File: src/rtl/rpn_pkg.sv
// Shared encodings for the RPN calculator stack datapath (push and pop sides).
// Pure declarations; no timing of its own.
// Not applicable: holds no flow-controlled logic.
package rpn_pkg;

  // The push FSM uses 4'h0-4'h3. The pop FSM starts at 4'h8 so a state
  // probe on a shared debug bus can tell the two machines apart.
  localparam logic [3:0] PUSH_IDLE  = 4'h0;
  localparam logic [3:0] PUSH_WRITE = 4'h1;
  localparam logic [3:0] PUSH_INC   = 4'h2;
  localparam logic [3:0] PUSH_DONE  = 4'h3;

  typedef enum logic [3:0] {
    ST_IDLE = 4'h8,
    ST_ADDR = 4'h9,
    ST_WAIT = 4'hA,
    ST_CAPT = 4'hB,
    ST_DONE = 4'hC
  } pop_state_t;

  typedef enum logic {
    OP_POP  = 1'b0,
    OP_PEEK = 1'b1
  } pop_op_t;

  // Active-low segment patterns {g,f,e,d,c,b,a} for the "Err" message.
  localparam logic [6:0] SEG_E     = 7'b0000110;
  localparam logic [6:0] SEG_R     = 7'b0101111;
  localparam logic [6:0] SEG_BLANK = 7'b1111111;

endpackage

File: src/rtl/rpn_reg_en.sv
// Load-enable register with synchronous active-low reset.
// Latency: 1 cycle from i_en to o_q.
// No backpressure; the value holds until the next enabled load.
module rpn_reg_en #(
  parameter int W = 8
) (
  input  logic         i_clk,
  input  logic         i_rst_n,
  input  logic         i_en,
  input  logic [W-1:0] i_d,
  output logic [W-1:0] o_q
);

  logic [W-1:0] r_q;

  // Capture i_d when enabled; reset clears the stored value.
  always_ff @(posedge i_clk) begin
    if (!i_rst_n)  r_q <= '0;
    else if (i_en) r_q <= i_d;
  end

  assign o_q = r_q;

endmodule

File: src/rtl/rpn_underflow_flag.sv
// Sticky underflow error flag feeding the "Err" display path.
// Latency: 1 cycle from set/clear to o_flag.
// No backpressure; set wins over a coincident clear.
module rpn_underflow_flag (
  input  logic i_clk,
  input  logic i_rst_n,
  input  logic i_set,
  input  logic i_clr,
  output logic o_flag
);

  logic r_flag;

  // Set has priority so a fresh underflow is never lost to a clear.
  always_ff @(posedge i_clk) begin
    if (!i_rst_n)    r_flag <= 1'b0;
    else if (i_set)  r_flag <= 1'b1;
    else if (i_clr)  r_flag <= 1'b0;
  end

  assign o_flag = r_flag;

endmodule

File: src/rtl/rpn_stack_pop.sv
// Read-side stack controller: pop (SP-1 and read) or peek (read only) of the top entry.
// Latency: request to data_valid is RAM_LAT+2 cycles.
// Requests while busy are dropped; the push side must hold off while busy=1.
module rpn_stack_pop
  import rpn_pkg::*;
#(
  parameter int DATA_W  = 8,
  parameter int ADDR_W  = 8,
  parameter int RAM_LAT = 1
) (
  input  logic              CLOCK_50,
  input  logic              reset_n,
  input  logic              pop_req,
  input  logic              peek_req,
  input  logic              err_clr,
  input  logic [ADDR_W-1:0] sp_in,
  input  logic [DATA_W-1:0] ram_rdata,
  output logic [ADDR_W-1:0] ram_addr,
  output logic [ADDR_W-1:0] sp_out,
  output logic              sp_load,
  output logic              busy,
  output logic [DATA_W-1:0] data_out,
  output logic              data_valid,
  output logic              underflow
);

  pop_state_t        r_state;
  pop_state_t        w_state_nxt;
  pop_op_t           r_op;
  logic [ADDR_W-1:0] r_addr;
  logic              w_idle;
  logic              w_req;
  logic              w_sp_zero;
  logic              w_accept;
  logic              w_uflow_set;
  logic              w_capt;

  assign w_idle      = (r_state == ST_IDLE);
  assign w_req       = pop_req | peek_req;
  assign w_sp_zero   = (sp_in == '0);
  assign w_accept    = w_idle & w_req & ~w_sp_zero;
  assign w_uflow_set = w_idle & w_req & w_sp_zero;
  assign w_capt      = (r_state == ST_CAPT);

  // State register.
  always_ff @(posedge CLOCK_50) begin
    if (!reset_n) r_state <= ST_IDLE;
    else          r_state <= w_state_nxt;
  end

  // Next-state logic; the WAIT state is only visited for a 2-cycle RAM.
  always_comb begin
    w_state_nxt = r_state;
    case (r_state)
      ST_IDLE: if (w_accept) w_state_nxt = ST_ADDR;
      ST_ADDR: w_state_nxt = (RAM_LAT == 2) ? ST_WAIT : ST_CAPT;
      ST_WAIT: w_state_nxt = ST_CAPT;
      ST_CAPT: w_state_nxt = ST_DONE;
      ST_DONE: w_state_nxt = ST_IDLE;
      default: w_state_nxt = ST_IDLE;
    endcase
  end

  // Latch the operation and the top-of-stack address when a request is taken;
  // sp_in is ignored for the rest of the transaction.
  always_ff @(posedge CLOCK_50) begin
    if (!reset_n) begin
      r_op   <= OP_POP;
      r_addr <= '0;
    end else if (w_accept) begin
      r_op   <= pop_req ? OP_POP : OP_PEEK;
      r_addr <= sp_in - ADDR_W'(1);
    end
  end

  // The latched address doubles as the new SP, so a pop needs no extra adder.
  assign ram_addr   = r_addr;
  assign sp_out     = r_addr;
  // Gated by reset_n so a reset landing in CAPT cannot commit the SP change.
  assign sp_load    = w_capt & (r_op == OP_POP) & reset_n;
  assign busy       = ~w_idle;
  assign data_valid = (r_state == ST_DONE);

  rpn_reg_en #(
    .W(DATA_W)
  ) u_data_reg (
    .i_clk   (CLOCK_50),
    .i_rst_n (reset_n),
    .i_en    (w_capt),
    .i_d     (ram_rdata),
    .o_q     (data_out)
  );

  rpn_underflow_flag u_uflow (
    .i_clk   (CLOCK_50),
    .i_rst_n (reset_n),
    .i_set   (w_uflow_set),
    .i_clr   (err_clr),
    .o_flag  (underflow)
  );

endmodule

File: config.mk
export PLATFORM = sky130hd
export DESIGN_NAME = rpn_stack_pop
export DESIGN_NICKNAME = d
export VERILOG_FILES = /design/src/rtl/rpn_pkg.sv /design/src/rtl/rpn_reg_en.sv /design/src/rtl/rpn_underflow_flag.sv /design/src/rtl/rpn_stack_pop.sv
export SDC_FILE = /design/constraint.sdc
export NUM_CORES = 1
export LEC_CHECK = 0
export ABC_AREA = 1
export BUFFER_PORTS_ARGS = -buffer_cell sky130_fd_sc_hd__buf_2
export CORE_MARGIN = 5
export CORE_UTILIZATION = 35
export CTS_BUF_LIST = sky130_fd_sc_hd__clkbuf_16
export CTS_CLUSTER_SIZE = 8
export DETAILED_ROUTE_END_ITERATION = 10
export RECOVER_POWER = 50
export SLEW_MARGIN = 20
export SYNTH_ARGS = -nofsm -noshare
export SYNTH_HDL_FRONTEND = slang
export SYNTH_SLANG_ARGS = --single-unit
File: constraint.sdc
create_clock -name CLOCK_50 -period 2.77 [get_ports CLOCK_50]
set_clock_uncertainty 0.15 [all_clocks]
set_input_delay 0.4155 -clock CLOCK_50 [delete_from_list [all_inputs] [get_ports CLOCK_50]]
set_output_delay 0.4155 -clock CLOCK_50 [all_outputs]
set_load 0.03 [all_outputs]
======== Yosys cells after proc, flatten, opt, wreduce, memory -nomap -nowiden ========
Cells that the tools add are included.
operators by class
  add/sub/neg operators ................... 1
  equality and inequality tests ........... 6
  mux-type cells .......................... 5
  bitwise operators ....................... 9
  reductions and logical operators ........ 3
operators with widths
  cell                                                                number
  4-bit equality test, second input constant                          5
  4-bit one-hot mux with 3 select lines                               1
  8-bit zero test                                                     1
  8-bit by 1-bit subtractor with 8-bit output, second input constant  1
  1-bit bitwise AND                                                   5
  4-bit 2-to-1 mux                                                    1
  1-bit 2-to-1 mux                                                    3
  1-bit NOT                                                           3
  2-bit by 1-bit != test with 1-bit output, second input constant     1
  2-bit nonzero test                                                  1
  2-bit OR reduction                                                  1
  1-bit OR                                                            1
storage, ports and cells
  bits in registers ....................... 22
  bits of input ports ..................... 21
  output and inout bits ................... 28
  logic and storage cells ................. 29

======== Longest topological paths before layout ========
Gate-level depths: netlist of run 1.
  depth in word-level cells ............... 5
  mapped depth ............................ 9
  gate-level depth less buffers ........... 9

======== Hierarchy ========
Synthesis of run 1 repeated with hierarchy kept, for this count alone.
unflattened totals
  cells, all modules ...................... 176
  area total of the unflattened synthesis .. 1176.1 um^2
modules (own cells, without submodules)
  module              times used  cells each  area an instance (um^2)  seq. area each (um^2)
  rpn_stack_pop       1           119         775.7                    240.2
  rpn_reg_en          1           51          356.6                    160.2
  rpn_underflow_flag  1           6           43.8                     20.0

======== Worst setup path before layout of run 1 ========
No wires, ideal clock.
  path kind ............................... input -> output
  start ................................... input port reset_n
  end ..................................... output port sp_load
  data arrival time ....................... 1.408 ns
  data required time ...................... 2.204 ns
  setup slack ............................. 0.796 ns
  stages on the path ...................... 3
  path buffers ............................ 1
  cell sequence ........................... clkbuf_1 -> inv_1 -> nor3_1
on the way
  cells in the longest elaborated chain, start to end .. 1
RTL lines
  what               line                 RTL
  from (decl)        rpn_stack_pop.sv:12  input logic reset_n,
  1-bit bitwise AND  rpn_stack_pop.sv:80  assign sp_load = w_capt & (r_op == OP_POP) & reset_n;
  to (decl)          rpn_stack_pop.sv:20  output logic sp_load,
Every way passes these cells.

======== Worst setup path in the final report of run 1 ========
  start ................................... register r_state[0]
  end ..................................... output port sp_load
on the way
  cells in the longest elaborated chain, start to end .. 3
RTL lines
  what                            line                 RTL
  from (decl)                     rpn_stack_pop.sv:27  pop_state_t r_state;
  from (signal assigned)          rpn_stack_pop.sv:48  else r_state <= w_state_nxt;
  4-bit equality test             rpn_stack_pop.sv:43  assign w_capt = (r_state == ST_CAPT);
  1-bit bitwise AND (2 in a row)  rpn_stack_pop.sv:80
Every way passes these cells.

==> results.md, run 1 <==
- Final hold slack: 0.232 ns
- Worst setup SP type: register
- Detailed placement HPWL: 1990 µm
- Clk root buf: clkbuf_16
- CP Class: register to output pin
- Final #Nets: 222
- Crit Reg-Reg Endpoint: u_data_reg.o_q[1]
- WHS Endpoint: u_data_reg.o_q[7]
- Max Freq: 0.467 GHz
- CTS H-tree depth: 1
- Maximum vdd drop: 0.000341 V
- Vias: 1055
- Final Critical Period: 2.14 ns
- Core area: 3000 µm²
- Max Slew Vio Count: 0
- Hold WC Path Type: input port to register
- Slowest-stage cell, CP: dfxtp_1
- EDFF count, synth: 0
- I/O pin count: 49
- WP buf/inv: 2
- First-pass GRT wire length: 4520 µm
- Synthesis-to-layout area growth: 25.4%
- CP required: 2.20 ns
- CP Max Fanout: 10
- Syn avg cell area: 6.91 µm²
- R2R Setup Slk: 1.41 ns
- RSZ-0062 raised after global routing: no
- GPL Wtd Cong: 0.784
- Top-count cell post-synth: nor2_1
- Post-synth top cells: nor2_1, nand2_1, dfxtp_1, inv_1, nand3_1
- Antenna cells: 0
- Syn Nets: 179
- CP cell instances: nand2_1 > nor2_4 > inv_1 > nor3_1 > buf_2
- CTS tree: built
- HP Start: ram_rdata[7]
- Total of max-cap violations: 0
- Hold Path Depth: 3
- Sum of negative setup slack: 0 ns
- Hold_buf cts: 0
- Slowest cell delay on critical path: 0.40 ns
- Postcts setup bufs: 0
- Share of cells above drive strength 1: 23.2%
- Vias in the first global route: 1080
- DR vias/cell: 4.57
- Overall Power: 1.15 mW
- Worst-Skew Late Latency: 0.25 ns
- Yosys top cell by area: dfxtp_1
- Mapped Cells: 156
- Register bit total from synthesis: 21
- Worst Setup End Kind: output pin
- Initial Util: 35.9%
- Asr flop ratio synth: 0%
- Status: completed
- DRT Pass-1 Iters: 4
- CTS buffer count: 3
- Final Setup Violations: 0
- Port Buffers: 48
- Synth top area share: 39.0%
- Largest cells by area after synthesis: dfxtp_1, nor2_1, nand2_1
- Rows: 20
- Leakage: 0.720 nW
- Power Dens Cells: 852 nW/µm²
- Die ar.: 4290 µm²
- Die height: 65.5 µm
- Slew @ Worst Pin: 0.376 ns
- Syn Std Cell Area: 1080 µm²
- RR Startpoint: r_state[0]
- Max-Slew Margin vs Limit: 75.0%
- Netlist cell types: 21
- Clock tree sinks: 21
- Crit path max-delay family: simple AND/OR/NAND/NOR gates
- Critical path arrival: 1.58 ns
- Routed WL: 2530 µm
- Fin. Hold Viols: 0
- CP Depth: 5
- Cell depth of the worst flop-to-flop path: 5
- Starting DRT DRC Count: 31
- DRC: 0
- Clock buffer depth: 2
- DRT antenna net count: 0
- Register area share after synthesis: 39.0%
- Die X: 65.5 µm
- Final Util: 45.0%
- CTS resizes: 0
- Period utilization: 77.3%
- DR WL/cell: 10.9 µm
- Synth warn: 0
- Overall Global Routing Usage: 13.2%
- Initial antenna violation count: 0
- Largest net degree at the start of global routing: 20
- GRT overflow: 0
- Ys flop type: dfxtp_1
- CTS clk-pin slew, worst paths: 0.06 ns
cells by family after synthesis:
family,count (synthesis),synth area share [%]
compound gates,11,5.11
xor+xnor,1,0.813
fa+ha+maj,2,2.32
buf+inv,27,12.7
flops,21,39.0
simple gates,94,40.1
flip-flops by register name, summed over array words and instances (netlist names):
signal,cells
ram_addr,8
r_op,1
u_data_reg.o_q,8
u_uflow.o_flag,1
r_state,3
report_power, final:
| group | internal [mW] | switching, mW | leakage, nW |
|---|---|---|---|
| logic | 0.122 | 0.323 | 0.506 |
| clock network | 0.194 | 0.114 | 0.0409 |
| registers | 0.360 | 0.0383 | 0.173 |
| total | 0.676 | 0.475 | 0.720 |
cells in the final DEF (no fill, tap or decap):
cell type,Yosys,routed
a21oi_1,2,2
buf_2,1,33
clkbuf_1,1,15
clkbuf_16,0,3
clkinv_2,1,2
dfxtp_1,21,21
ha_1,2,2
inv_1,14,15
inv_4,1,1
nand2_1,28,28
nand2_4,3,3
nand3_1,14,14
nand4_1,1,1
nor2_1,42,42
nor2_2,1,1
nor2_4,2,2
nor2_8,1,1
nor3_1,2,2
o21ai_0,9,9
xnor2_1,1,1
final cells by class:
cell class	count	area (µm²)
Timing Repair Buffer	48	221
Clock buffer	3	75.1
Inverter	17	67.6
Sequential cell	21	420
Fill cell	324	1650
Multi-Input combinational cell	108	520
Clock inverter	1	5.00
Tap cell	33	41.3
routing by layer:
| layer | global-route usage, % | share of wire (%) | up-vias |
|---|---|---|---|
| met2 | 22.8 | 46 | 42 |
| met3 | 2.91 | 7.4 | 3 |
| met4 | 4.66 | 1.2 | 0 |
| li1 | - | - | 558 |
| met1 | 16.1 | 45 | 452 |
| met5 | 0 | 0 | - |
worst max path at each step:
stage | from | endpoint | slack (ns)
after floorplan | reset_n | sp_load | 0.80
after global placement | reset_n | sp_load | 1.01
after detailed placement | r_state[0] | sp_load | 0.98
after CTS | r_state[0] | sp_load | 0.69
after global routing | r_state[0] | sp_load | 0.46
final | r_state[0] | sp_load | 0.63
per-stage QoR:
step                area (µm²)  instances  setup slack (ns)
detailed placement        1290        227             0.979
floorplan                 1080        156             0.796
finish                    1350        231             0.628
CTS                       1370        231             0.692
global route              1350        231             0.460
global placement          1290        227              1.01
tightest hold or removal path: stages:
cell    delay [ns]
buf_2         0.07
nor2_1        0.04
nor2_1        0.08
(Power assumes the default switching activity.)
==> run 2: changes to the inputs <==
==> constraint.sdc (replaced) <==
create_clock -name CLOCK_50 -period 2 [get_ports CLOCK_50]
set_clock_uncertainty 0.15 [all_clocks]
set_input_delay 0.3 -clock CLOCK_50 [delete_from_list [all_inputs] [get_ports CLOCK_50]]
set_output_delay 0.3 -clock CLOCK_50 [all_outputs]
set_load 0.03 [all_outputs]
==> results.md, run 2 (same netlist as run 1, synthesis figures left out) <==
- Post-DP Area: 1290 µm² (unchanged)
- CP Max Fanout: 10 (unchanged)
- DRC: 0 (unchanged)
- Clock tree sinks: 21 (unchanged)
- Status: completed
- Final Setup Violations: 0 (unchanged)
- Area of the multi-input gates: 504 µm² (-3.1%)
- FF+latch area: 420 µm² (unchanged)
- Crit path max-delay family: simple AND/OR/NAND/NOR gates
- Die height: 65.5 µm (unchanged)
- WP buf/inv: 2 (unchanged)
- CTS clk-pin slew, worst paths: 0.05 ns (about the same)
- Post-layout instance area: 1340 µm² (-0.56%)
- Rows: 20 (unchanged)
- Max Freq: 0.533 GHz
- Final #Nets: 224 (+0.90%)
- Final Critical Period: 1.88 ns
- CTS H-tree depth: 1 (unchanged)
- Fill count: 323 (-0.31%)
- Worst setup SP type: register
- DR WL/cell: 10.7 µm (-2.4%)
- Overall Global Routing Usage: 12.3% (-0.95 points)
- CP Class: register to output pin
- RR Startpoint: r_state[0]
- Hold_buf cts: 0 (unchanged)
- CP cell instances: nand2_1 > nor2_4 > inv_2 > nor3_1 > buf_4
- Vias in the first global route: 1008 (-6.7%)
- Initial Util: 35.9% (unchanged)
- Slowest cell delay on critical path: 0.39 ns (about the same)
- Die ar.: 4290 µm² (unchanged)
- Port Buffers: 48 (unchanged)
- Hold WC Path Type: input port to register
- Power Dens Cells: 1160 nW/µm² (+37%)
- Clock buffer depth: 2 (unchanged)
- Commonest non-fill, non-tap cell in the layout: nor2_1
- CP required: 1.55 ns (-0.65 ns)
- Routed WL: 2490 µm (-1.5%)
- RSZ-0062 raised after global routing: no
- Final hold slack: 0.122 ns (-0.110 ns)
- GRT overflow: 0 (unchanged)
- Max-Slew Margin vs Limit: 62.9% (-12 points)
- Vias: 1028 (-2.6%)
- HP Start: ram_rdata[3]
- Sum of negative setup slack: 0 ns (unchanged)
- Critical Path Start: r_state[1]
- WL met2: 1120 µm (-3.9%)
- First-pass GRT wire length: 4290 µm (-5.0%)
- Antenna cells: 0 (unchanged)
- Largest net degree at the start of global routing: 20 (unchanged)
- GPL Wtd Cong: 0.752 (-4.0%)
- CTS buffer count: 3 (unchanged)
- CTS tree: built
- Met3 wire length: 236 µm (+27%)
- Fin. Hold Viols: 0 (unchanged)
- Period utilization: 93.9%
- Most frequent cells in the layout: nor2_1, nand2_1, buf_2, clkbuf_1, dfxtp_1
- Synthesis-to-layout area growth: 24.7%
- Slew @ Worst Pin: 0.555 ns (+0.179 ns)
- I/O pin count: 49 (unchanged)
- Total of max-cap violations: 0 (unchanged)
- Initial antenna violation count: 0 (unchanged)
- Critical path arrival: 1.43 ns (-0.15 ns)
- Worst-Skew Late Latency: 0.25 ns (about the same)
- DR vias/cell: 4.41 (-3.4%)
- Slowest-stage cell, CP: dfxtp_1
- Detailed placement HPWL: 1990 µm (-0.19%)
- Max Slew Vio Count: 0 (unchanged)
- Leakage: 0.699 nW (-2.8%)
- Met1 WL: 1130 µm (-0.96%)
- DRT antenna net count: 0 (unchanged)
- Share of cells above drive strength 1: 20.5% (-2.7 points)
- Die X: 65.5 µm (unchanged)
- Core area: 3000 µm² (unchanged)
- Worst Setup End Kind: output pin
- Clk root buf: clkbuf_16
- Top sig layer: met3
- Maximum vdd drop: 0.000626 V (+83%)
- DRT Pass-1 Iters: 3 (-1)
- Starting DRT DRC Count: 36 (+16%)
run 2: changes by cell type in the layout (fill, tap and decap cells not counted):
cell	change
buf_4	+3
clkinv_2	-1
inv_2	+1
buf_2	-7
nor2_8	-1
clkbuf_1	+6
nor2_1	+1
run 2: metrics by stage:
step	setup slack (ns)	total power, mW	util [%]	instances
after floorplan	0.159	1.07	-	156
after global placement	0.364	1.19	43.0	227
after detailed placement	0.340	1.20	43.0	227
after CTS	0.0617	1.61	45.6	231
after global routing	0.0131	1.66	44.8	233
final	0.123	1.56	44.8	233
run 2: worst paths after layout:
path,cells after the start,endpoint,slack (ns)
max reg2reg,6,ram_addr[6],0.37
max,5,sp_load,0.12
min,3,u_data_reg.o_q[3],0.12
min reg2reg,2,u_uflow.o_flag,0.31
run 2: worst register-to-register path: stages (launching register included):
cell and delay (ns):
dfxtp_1 0.34, nor2_4 0.15, nand2_4 0.06, nor2_1 0.43, nand2_4 0.18, nor2_1 0.16, nor2_1 0.06
run 2: per-layer routing:
layer  GRT usage [%]  up-vias
met5               0        -
li1                -      565
met1            15.4      427
met3            5.30        0
met2            20.4       36
met4           0.777        0
run 2: power by group:
group | total (mW) | internal [mW] | switching (mW)
clock | 0.408 | 0.266 | 0.142
combinational | 0.603 | 0.161 | 0.442
sequential | 0.551 | 0.498 | 0.0532
total | 1.56 | 0.926 | 0.637
run 2: cell type report:
class	count	share of cell area, %
Tap cell	33	3.07
Clock buffer	3	5.59
Clock inverter	1	0.279
Inverter	17	5.03
Multi-Input combinational cell	108	37.5
Sequential cell	21	31.3
Timing Repair Buffer	50	17.2
run 2: repair_timing:
| action | in CTS | in global routing |
|---|---|---|
| setup endpoints to repair | 0 | 1 |
| buffers inserted | 0 | 2 |
| resized for setup | 0 | 2 |
==> run 3: changes to the inputs <==
--- a/config.mk
+++ b/config.mk
@@ -13,6 +13,7 @@
 export CTS_CLUSTER_SIZE = 8
 export DETAILED_ROUTE_END_ITERATION = 10
 export RECOVER_POWER = 50
+export REMOVE_ABC_BUFFERS = 1
 export SLEW_MARGIN = 20
 export SYNTH_ARGS = -nofsm -noshare
 export SYNTH_HDL_FRONTEND = slang
==> results.md, run 3 (same netlist as run 1, synthesis figures left out) <==
- Sequential power share: 34.9% (-0.4 points)
- DR WL/cell: 10.5 µm (-2.1%)
- Core area: 3000 µm² (unchanged)
- Overall Global Routing Usage: 11.7% (-0.52 points)
- Initial Util: 35.9% (unchanged)
- CTS tree: built
- Power Dens Cells: 1160 nW/µm² (-0.53%)
- I/O pin count: 49 (unchanged)
- Commonest non-fill, non-tap cell in the layout: nor2_1
- Fill count: 318 (-1.5%)
- Worst setup SP type: register
- Busiest grt layer: met2
- Initial antenna violation count: 0 (unchanged)
- Fin. Hold Viols: 0 (unchanged)
- Status: completed
- CTS H-tree depth: 1 (unchanged)
- Vias: 1046 (+1.8%)
- P_sw: 633 µW (-0.63%)
- Starting DRT DRC Count: 25 (-31%)
- Final hold slack: 0.125 ns (+0.00309 ns)
- Final Util: 45.5% (+0.71 points)
- Grt met2 use: 19.5% (-0.88 points)
- Die height: 65.5 µm (unchanged)
- Post-layout instance area: 1370 µm² (+1.6%)
- Slew @ Worst Pin: 0.577 ns (+0.0217 ns)
- GPL Wtd Cong: 0.807 (+7.3%)
- Cell depth of the worst flop-to-flop path: 7 (+1)
- Slowest cell delay on critical path: 0.40 ns (about the same)
- CP Class: register to output pin
- Met1 usage: 14.4% (-0.99 points)
- Clock share of power: 26.0% (about the same)
- DRC: 0 (unchanged)
- CTS clk-pin slew, worst paths: 0.05 ns (about the same)
- Worst setup margin: 0.0757 ns (-0.0470 ns)
- Maximum vdd drop: 0.000498 V (-20%)
- Max Slew Vio Count: 0 (unchanged)
- Vias in the first global route: 987 (-2.1%)
- Port Buffers: 48 (unchanged)
- CP required: 1.55 ns (about the same)
- Max-Slew Margin vs Limit: 61.4% (-1.5 points)
- Largest net degree at the start of global routing: 20 (unchanged)
- Pre-CTS WS: 0.346 ns (+0.00603 ns)
- GRT met3 Usage: 4.10% (-1.2 points)
- Critical path arrival: 1.47 ns (+0.04 ns)
- Die X: 65.5 µm (unchanged)
- Clk root buf: clkbuf_16
- Final Setup Violations: 0 (unchanged)
- Pint: 946 µW (+2.2%)
- Clock tree sinks: 21 (unchanged)
- Die ar.: 4290 µm² (unchanged)
- Switch share: 40.1% (-0.67 points)
- First-pass GRT wire length: 4040 µm (-5.9%)
- CP cell instances: nand2_1 > nor2_4 > inv_2 > nor3_1 > buf_4
- CP Max Fanout: 10 (unchanged)
- Clock buffer depth: 2 (unchanged)
- Antenna cells: 0 (unchanged)
- CTS buffer count: 3 (unchanged)
- Most frequent cells in the layout: nor2_1, buf_2, nand2_1, dfxtp_1
- Final #Nets: 224 (unchanged)
- Total of max-cap violations: 0 (unchanged)
- CP Depth: 5 (unchanged)
- Sum of negative setup slack: 0 ns (unchanged)
- Synthesis-to-layout area growth: 26.7%
- Max Freq: 0.520 GHz (-2.4%)
- Worst-Skew Late Latency: 0.25 ns (about the same)
- Post-DP Area: 1290 µm² (unchanged)
- Final Critical Period: 1.92 ns (+0.0470 ns)
- Routed WL: 2440 µm (-2.1%)
- Period utilization: 96.2% (+2.3 points)
- DRT antenna net count: 0 (unchanged)
- Rows: 20 (unchanged)
- Detailed placement HPWL: 1890 µm (-4.8%)
- Gate power share: 39.0% (+0.4 points)
- Share of cells above drive strength 1: 29.0% (+8.5 points)
- GRT overflow: 0 (unchanged)
- Leakage: 0.760 nW (+8.6%)
- DR vias/cell: 4.49 (+1.8%)
- Slowest-stage cell, CP: dfxtp_1
- Worst Setup End Kind: output pin
- Hold Path Depth: 3 (unchanged)
- DRT Pass-1 Iters: 4 (+1)
- WP buf/inv: 2 (unchanged)
- Hold WC Path Type: input port to register
- Crit path max-delay family: simple AND/OR/NAND/NOR gates
-- run 3: changes by cell type in the layout (fill, tap and decap cells not counted) --
cell / change
buf_2: +16
clkbuf_1: -16
clkinv_2: +1
inv_1: -1
-- run 3: power by group through the flow --
| stage | clock, mW | sequential [mW] | combinational (mW) |
|---|---|---|---|
| after global placement | 0 | 0.556 | 0.631 |
| after detailed placement | 0 | 0.559 | 0.636 |
| after floorplan | 0 | 0.758 | 0.256 |
| final | 0.411 | 0.552 | 0.617 |
| after global routing | 0.439 | 0.566 | 0.679 |
| after CTS | 0.425 | 0.552 | 0.638 |
-- run 3: worst min-delay path, cell delays in order --
cell    delay, ns
buf_2        0.07
nor2_1       0.04
nor2_1       0.08
-- run 3: cell type report --
type	count	area (µm²)	share of cell area (%)
flip-flops and latches	21	420	30.8
clock inverters	1	5.00	0.367
inverters	17	67.6	4.95
well taps	33	41.3	3.02
multi-input cells	108	504	36.9
clock buffers	3	75.1	5.50
repair buffers	50	251	18.4
-- run 3: worst paths after layout --
kind / from / end / slack, ns
max reg2reg: r_state[0] / ram_addr[3] / 0.38
max: r_state[1] / sp_load / 0.08
min reg2reg: u_uflow.o_flag / u_uflow.o_flag / 0.33
min: ram_rdata[0] / u_data_reg.o_q[0] / 0.13
-- run 3: per-layer routing --
layer  vias up  routed length, µm
met3         2                169
met1       455               1130
met2        24               1120
met5         -                  0
li1        565                  -
met4         0                 19
-- run 3: stage by stage --
step,total power [mW],cells
final,1.58,233
after floorplan,1.01,146
after global placement,1.19,227
after detailed placement,1.20,227
after CTS,1.61,231
after global routing,1.68,233
-- run 3: what timing repair did --
item | in CTS | in global routing
hold buffers | 0 | 0
resized for setup | 0 | 1
setup buffers | 0 | 2
endpoints found under the setup margin | 0 | 1
